==> src/rtl/pad_pkg.sv <==
// Shared types and constants for the padding-path packet sequencer.
// The state enum, the select bundle and the fixed slot numbers that the
// FSM and the counters agree on all live here.
package pad_pkg;

    // Width of one mux output word and the bits it adds to the message length.
    localparam int WORD_W    = 64;
    localparam int WORD_BITS = 64;

    // Slot counter width; a block is 16 words, so slots are 0..15.
    localparam int IDX_W      = 4;
    // Last slot of a block: this is where the length word must land.
    localparam int IDX_LAST   = 15;
    // Slot just before the length slot: a pad or zero here hands over to LEN.
    localparam int IDX_PRELEN = 14;

    // Sequencer phases: message forwarding, pad word, zero fill, length word.
    typedef enum logic [1:0] {
        MSG  = 2'd0,
        PAD  = 2'd1,
        ZERO = 2'd2,
        LEN  = 2'd3
    } pad_state_e;

    // Mux select bundle; at most one field is ever set.
    typedef struct packed {
        logic mgln;
        logic zero;
        logic pad;
    } pad_sel_t;

    // Decode a state into its mux selects (all zero while forwarding data).
    function automatic pad_sel_t sel_of_state(input pad_state_e st);
        pad_sel_t s;
        s = '0;
        case (st)
            PAD:     s.pad  = 1'b1;
            ZERO:    s.zero = 1'b1;
            LEN:     s.mgln = 1'b1;
            default: s      = '0;
        endcase
        return s;
    endfunction

endpackage

==> src/rtl/pad_word_cnt.sv <==
// Slot and length counters for the padding sequencer.
// word_idx counts every transferred word and wraps naturally at the block
// boundary. msg_len accumulates WORD_BITS per message word and is cleared
// when the length word leaves; clear wins over increment.
module pad_word_cnt
    import pad_pkg::*;
#(
    parameter int LEN_W = 64
) (
    input  logic             clk,
    input  logic             rst_n,
    input  logic             idx_inc,
    input  logic             len_inc,
    input  logic             len_clr,
    output logic [IDX_W-1:0] word_idx,
    output logic [LEN_W-1:0] msg_len
);

    // Slot counter: advances on every transfer, wraps 15 -> 0 by width.
    always_ff @(posedge clk or negedge rst_n) begin
        if (!rst_n) begin
            word_idx <= '0;
        end else if (idx_inc) begin
            word_idx <= word_idx + 1'b1;
        end
    end

    // Bit-length accumulator: +WORD_BITS per message word, wraps mod 2^LEN_W.
    always_ff @(posedge clk or negedge rst_n) begin
        if (!rst_n) begin
            msg_len <= '0;
        end else if (len_clr) begin
            msg_len <= '0;
        end else if (len_inc) begin
            msg_len <= msg_len + LEN_W'(WORD_BITS);
        end
    end

endmodule

==> src/rtl/pkt_pad_ctrl.sv <==
// Sequencer for the 64-bit packet mux in the padding path.
// Forwards message words with zero latency, then steers the mux through
// one pad word, zero fill and a final length word so that the length lands
// in the last slot of a block.
//
// Handshake: a word moves on any cycle with out_valid && out_ready. In MSG
// the source handshake is passed straight through (out_valid = in_valid,
// in_ready = out_ready); in every other state the controller itself is the
// source (out_valid = 1, in_ready = 0). Selects and out_valid only change
// on a transfer, so they hold while out_ready is low.
module pkt_pad_ctrl
    import pad_pkg::*;
#(
    parameter int WORDS_PER_BLK = 16,
    parameter int LEN_W         = 64
) (
    input  logic             clk,
    input  logic             rst_n,
    input  logic             in_valid,
    input  logic             in_last,
    output logic             in_ready,
    output logic             out_valid,
    input  logic             out_ready,
    output logic             pad_pkt,
    output logic             zero_pkt,
    output logic             mgln_pkt,
    output logic [LEN_W-1:0] msg_len,
    output logic [3:0]       word_idx,
    output logic             blk_last,
    output logic             msg_done
);

    pad_state_e state_q;
    pad_state_e state_d;
    pad_sel_t   sel;
    logic       xfer;
    logic       at_prelen;

    assign xfer      = out_valid && out_ready;
    assign at_prelen = (word_idx == IDX_W'(IDX_PRELEN));

    // Counters: every transfer advances the slot; only message words add
    // to the length; the length word's departure clears it for the next message.
    pad_word_cnt #(
        .LEN_W (LEN_W)
    ) u_cnt (
        .clk      (clk),
        .rst_n    (rst_n),
        .idx_inc  (xfer),
        .len_inc  (xfer && (state_q == MSG)),
        .len_clr  (xfer && (state_q == LEN)),
        .word_idx (word_idx),
        .msg_len  (msg_len)
    );

    // State register; reset abandons any partial message.
    always_ff @(posedge clk or negedge rst_n) begin
        if (!rst_n) begin
            state_q <= MSG;
        end else begin
            state_q <= state_d;
        end
    end

    // Next-state: phases only advance on a transfer.
    always_comb begin
        state_d = state_q;
        case (state_q)
            MSG: begin
                if (xfer && in_last) begin
                    state_d = PAD;
                end
            end
            PAD: begin
                // Pad in slot 14 leaves exactly the length slot; anywhere
                // else (including slot 15, which wraps) needs zero fill.
                if (xfer) begin
                    state_d = at_prelen ? LEN : ZERO;
                end
            end
            ZERO: begin
                if (xfer && at_prelen) begin
                    state_d = LEN;
                end
            end
            LEN: begin
                if (xfer) begin
                    state_d = MSG;
                end
            end
            default: state_d = MSG;
        endcase
    end

    // Output decode: selects from state, handshake pass-through in MSG,
    // and both handshake outputs forced low while reset is asserted.
    always_comb begin
        sel       = sel_of_state(state_q);
        out_valid = 1'b1;
        in_ready  = 1'b0;
        if (state_q == MSG) begin
            out_valid = in_valid;
            in_ready  = out_ready;
        end
        if (!rst_n) begin
            out_valid = 1'b0;
            in_ready  = 1'b0;
        end
    end

    assign pad_pkt  = sel.pad;
    assign zero_pkt = sel.zero;
    assign mgln_pkt = sel.mgln;
    assign blk_last = out_valid && (word_idx == 4'(WORDS_PER_BLK - 1));

    // Completion pulse: one cycle after the length word is accepted.
    always_ff @(posedge clk or negedge rst_n) begin
        if (!rst_n) begin
            msg_done <= 1'b0;
        end else begin
            msg_done <= xfer && (state_q == LEN);
        end
    end

endmodule

==> config.mk <==
export PLATFORM = sky130hd
export DESIGN_NAME = pkt_pad_ctrl
export DESIGN_NICKNAME = d
export VERILOG_FILES = /design/src/rtl/pad_pkg.sv /design/src/rtl/pad_word_cnt.sv /design/src/rtl/pkt_pad_ctrl.sv
export SDC_FILE = /design/constraint.sdc
export NUM_CORES = 1
export LEC_CHECK = 0
export CORE_MARGIN = 2
export CORE_UTILIZATION = 52
export CTS_BUF_LIST = sky130_fd_sc_hd__clkbuf_4 sky130_fd_sc_hd__clkbuf_8
export DETAILED_ROUTE_END_ITERATION = 8
export PLACE_DENSITY = 0.82
export SYNTH_ARGS = -nofsm -noshare
export SYNTH_HDL_FRONTEND = slang
export SYNTH_SLANG_ARGS = --single-unit
==> constraint.sdc <==
create_clock -name clk -period 3.2 [get_ports clk]
set_input_delay 0.96 -clock clk [delete_from_list [all_inputs] [get_ports clk]]
set_output_delay 0.96 -clock clk [all_outputs]
set_load 0.02 [all_outputs]
Word level (Yosys, flattened, before mapping). Cells that the tools add are included.

Reduce and logical (&&, ||, !) cells: 9. Mux-type cells: 15. Equality and inequality tests: 9. $add $sub $neg: 2.

Operators by type and width (number): 64-bit 2-to-1 mux (2); 64-bit by 7-bit adder with 64-bit output, second input constant (1); 4-bit == test, second input constant (2); 1-bit 2-to-1 mux (8); 2-bit 2-to-1 mux (4); 2-bit inequality test, second input constant (4); 2-bit one-hot mux with 4 select lines (1); 1-bit logical AND (6); 4-bit by 1-bit adder with 4-bit output, second input constant (1); 2-bit == test, second input constant (2); 4-bit AND reduction (1); 2-bit by 1-bit == test with 1-bit output, second input constant (1); 2-bit logical NOT (1); 2-bit nonzero test (1).

Bits of input ports: 5. Output and inout port bits: 75. Register bits: 71.

Logic depth before layout (Yosys ltp).
Word-level depth: 7. Mapped depth: 9. Mapped depth without buffers: 7.

Hierarchy. From an unflattened synthesis, not the netlist that was laid out.

Cell total of the unflattened synthesis: 399. Area, all modules: 3683.5 µm².

Modules (own cells, without submodules): pad_word_cnt (times used 1, cells each 366, area an instance 3385.7 µm²); pkt_pad_ctrl (times used 1, cells each 33, area an instance 297.8 µm²).

Worst setup path after synthesis. OpenSTA, ideal clock, no wires.

Path kind: input to output. From: in rst_n. To: out blk_last. Buffers on the path: 0. Setup slack: 704 ps. Arrival: 1536 ps. Data required time: 2240 ps. Cell stages on the path: 2. Cells stage by stage: o21a_1 -> and4_1.

Word-level cells in the longest chain between the ends: 2.

Ends and longest elaborated chain: from (decl) (line pkt_pad_ctrl.sv:18) `input logic rst_n,`; 1-bit 2-to-1 mux (line pkt_pad_ctrl.sv:105) `if (!rst_n) begin`; 1-bit logical AND (line pkt_pad_ctrl.sv:114) `assign blk_last = out_valid && (word_idx == 4'(WORDS_PER_BLK - 1));`; to (decl) (line pkt_pad_ctrl.sv:29) `output logic blk_last,`.

No other way between the ends.

Worst setup path after layout.
From: in in_valid. To: out blk_last.

Word-level cells in the longest chain between the ends: 3.

Ends and longest elaborated chain: from (decl) (line pkt_pad_ctrl.sv:19) `input logic in_valid,`; 1-bit 2-to-1 mux (line pkt_pad_ctrl.sv:101) `if (state_q == MSG) begin`; 1-bit 2-to-1 mux (line pkt_pad_ctrl.sv:105); 1-bit logical AND (line pkt_pad_ctrl.sv:114).

No other way between the ends.

==> run_results.csv <==
group,metric,value,unit
logic_synthesis,syn-cell-area,0.003585,mm^2
power,total_power,2.248,mW
setup_path,end_kind,"primary output",
sta,finalHoldViolCount,0,
logic_synthesis,yosys_register_bits,65,
logic_synthesis,syn_area_per_cell,9.121,um^2
setup_path,cp_top_family,"buffers and inverters",
place,io_buffers,73,
detailed_routing,wire_per_inst,15.57,um
sta,tightest_slew,0.7538,ns
logic_synthesis,yosysTopAreaCell,"dfrtp_1",
sta,finalCritPeriodShare,0.9650,
detailed_routing,vias,3304,
sta,grt_setup_unrepaired,"no",
logic_synthesis,synth_cell_types,41,
layout,area_growth,28.69,%
cts,cts_hold_buf,0,
power,power.density,487.3,mW/mm^2
detailed_routing,drtIter0Drc,224,
power,power_frac_seq,0.431,
cts,insertion_delay,0.34,ns
logic_synthesis,synthTopCellsByArea,"dfrtp_1, xnor2_1, nand4_1",
power,power_frac_clock,0.314,
cts,tritoncts,"built",
grt,antenna_found_initial,0,
power,peakVddDrop,0.0002348,V
sta,fin_crit,3.088,ns
layout,nets,485,
layout,seq_area,0.001627,mm^2
layout,fin_cells,558,
layout,multiInputGateArea,0.001803,mm^2
detailed_routing,totalWireLength,8689,um
power,p_switching,0.7022,mW
hold_path,hold_class,"reg2reg",
logic_synthesis,synth.top_cell.area_share,0.4538,
die,die_w,87.03,um
power,switching_share,0.3123,
sta,hold_ws,0.5395,ns
detailed_routing,via_per_inst,5.921,
die,die_y,87.03,um
die,dieArea,0.007573,mm^2
grt,grt_pass1_wl,14760,um
cts,cts_sinks,65,
place,finalWeightedCongestion,0.7907,
power,p_comb_frac,0.255,
cts,numCtsBuffers,9,
setup_path,worstSetupPathType,"in2out",
sta,finClkSkew,0.009669,ns
grt,grt_usage,0.2453,
setup_path,critPathMaxFanout,2,
layout,diodes,0,
setup_path,path_cells,"clkdlybuf4s50_1, o21a_1, and4_1, dlygate4sd2_1",
logic_synthesis,yosysWarnings,0,
layout,final_util,0.6866,
setup_path,start_kind,"primary input",
grt,grt_max_degree,61,
logic_synthesis,yosysSeqAreaShare,0.4538,
setup_path,critPathSlowestCell,"clkdlybuf4s50_1",
cts,htreeDepth,3,
die,ios,80,
run,drv_cap,0,
grt,grt_pass1_vias,3083,
detailed_routing,drc,0,
place,placed_cells,542,
logic_synthesis,syn_inst,393,
grt,overflow,0,
place,hpwl,6050,um
cts,root_buffer,"clkbuf_8",
die,core,0.006719,mm^2
power,cellLeakagePower,1.840,nW
setup_path,cp.arrival,2.13,ns
detailed_routing,dr.pass1.iters,5,
cts,clk_pin_slew,0.07,ns
layout,nFillCells,546,
sta,setup_viol,0,
sta,setup_tns,0,ns
setup_path,cp.buffers_inverters,2,
layout,layout-drive-gt1-share,0.08787,
cts,cts_setup_buffers,0,
sta,fmaxAchievable,0.3238,GHz
cts,clk_path_buf_depth,2,
die,num_rows,30,
status,status,"finished, final reports clean",
setup_path,worstPathRequired,2.24,ns
sta,slew_violations,0,
detailed_routing,ant_nets,0,
die,start_util,0.5335,
setup_path,crit_path_max_incr_delay,0.50,ns
power,p_int,1.546,mW
sta,slew_headroom,0.4974,
## cells by family after synthesis
group,share of synthesized area
buffers and inverters,0.04851
AND/OR/NAND/NOR,0.2789
other,0.001046
AO/OA/AOI/OAI,0.1086
XOR/XNOR,0.07574
flip-flops,0.4538
multiplexers,0.009075
adder cells (fa/ha/maj),0.02443
## worst register-to-register path, cell delays in order (launching register included)
cell     delay [ns]
dfrtp_1        0.47
nand4_2        0.17
or4_1          0.68
or4_4          0.62
or3_1          0.38
a21oi_1        0.16
## cells in the mapped netlist (all sizes together)
library cell  instances
clkbuf               14
xnor2                24
nand3                22
a31o                  2
o221a                 1
o21ai                19
conb                  1
o31ai                 9
nor2                 35
and2                  1
inv                  16
xor2                  7
or2                   1
or3                  18
a21oi                24
mux2i                 1
nor4                 16
buf                   8
dfrtp                65
nand4                22
and3                  5
ha                    7
nor3                 15
o21a                  9
mux2                  2
nor2b                 1
nand2                29
and4                  6
o211a                 1
or4                  12
## layout by cell type, fill, tap and decap left out, types with 15 or more instances in the layout
cell type,count
clkdlybuf4s50_1,69
nand2_1,28
xnor2_1,24
or3_1,18
nor2_1,35
o21ai_0,15
dfrtp_1,65
nand4_1,21
a21oi_1,24
nand3_1,22
inv_1,15
## worst paths after layout
path,from,end,slack (ns),depth (start not counted)
setup / recovery,in_valid,blk_last,0.11,4
hold / removal,state_q[0],state_q[0],0.54,1
setup reg to reg,u_cnt.msg_len[22],u_cnt.msg_len[61],0.63,5
hold reg to reg,state_q[0],state_q[0],0.54,1
max in group asynchronous,rst_n,u_cnt.msg_len[12],1.83,2
min in group asynchronous,rst_n,u_cnt.word_idx[0],0.60,2
## flip-flops by register name, summed over array words and instances, names as in the netlist
name            cells
msg_done            1
state_q             2
u_cnt.word_idx      4
u_cnt.msg_len      58
## per-layer routing
metal  global-route usage  part of all wire  vias to the layer above
met2               0.3872              0.49                      108
li1                     -                 -                     1576
met4              0.09375             0.013                        0
met5                    0                 0                        -
met3              0.04171             0.048                        9
met1               0.3391              0.45                     1611
## power by group through the flow
stage | logic [mW] | clock network, mW | registers [mW]
final | 0.573 | 0.707 | 0.968
after global routing | 0.623 | 0.755 | 0.975
after CTS | 0.574 | 0.715 | 0.966
after detailed placement | 0.573 | 0 | 0.977
after global placement | 0.556 | 0 | 0.974
after floorplan | 0.285 | 0 | 1.02
## metrics by stage
step,setup WS [ns],cell area (um^2)
after CTS,0.03358,4611
after global placement,-0.1059,4413
after floorplan,0.7041,3603
after global routing,0.06639,4613
final,0.1119,4613
after detailed placement,-0.1351,4413
## area by class of cell
cell class,instances,share of cell area
inverters,16,0.01302
repair buffers,86,0.1785
well taps,80,0.02170
clock buffers,13,0.03472
flip-flops and latches,65,0.3526
multi-input cells,295,0.3908
clock inverters,3,0.008679
## what timing repair did
action	in CTS	in global routing
gates cloned	0	0
gates resized for setup	2	1
setup endpoints to repair	2	1
Power figures use the tool's default switching activity.
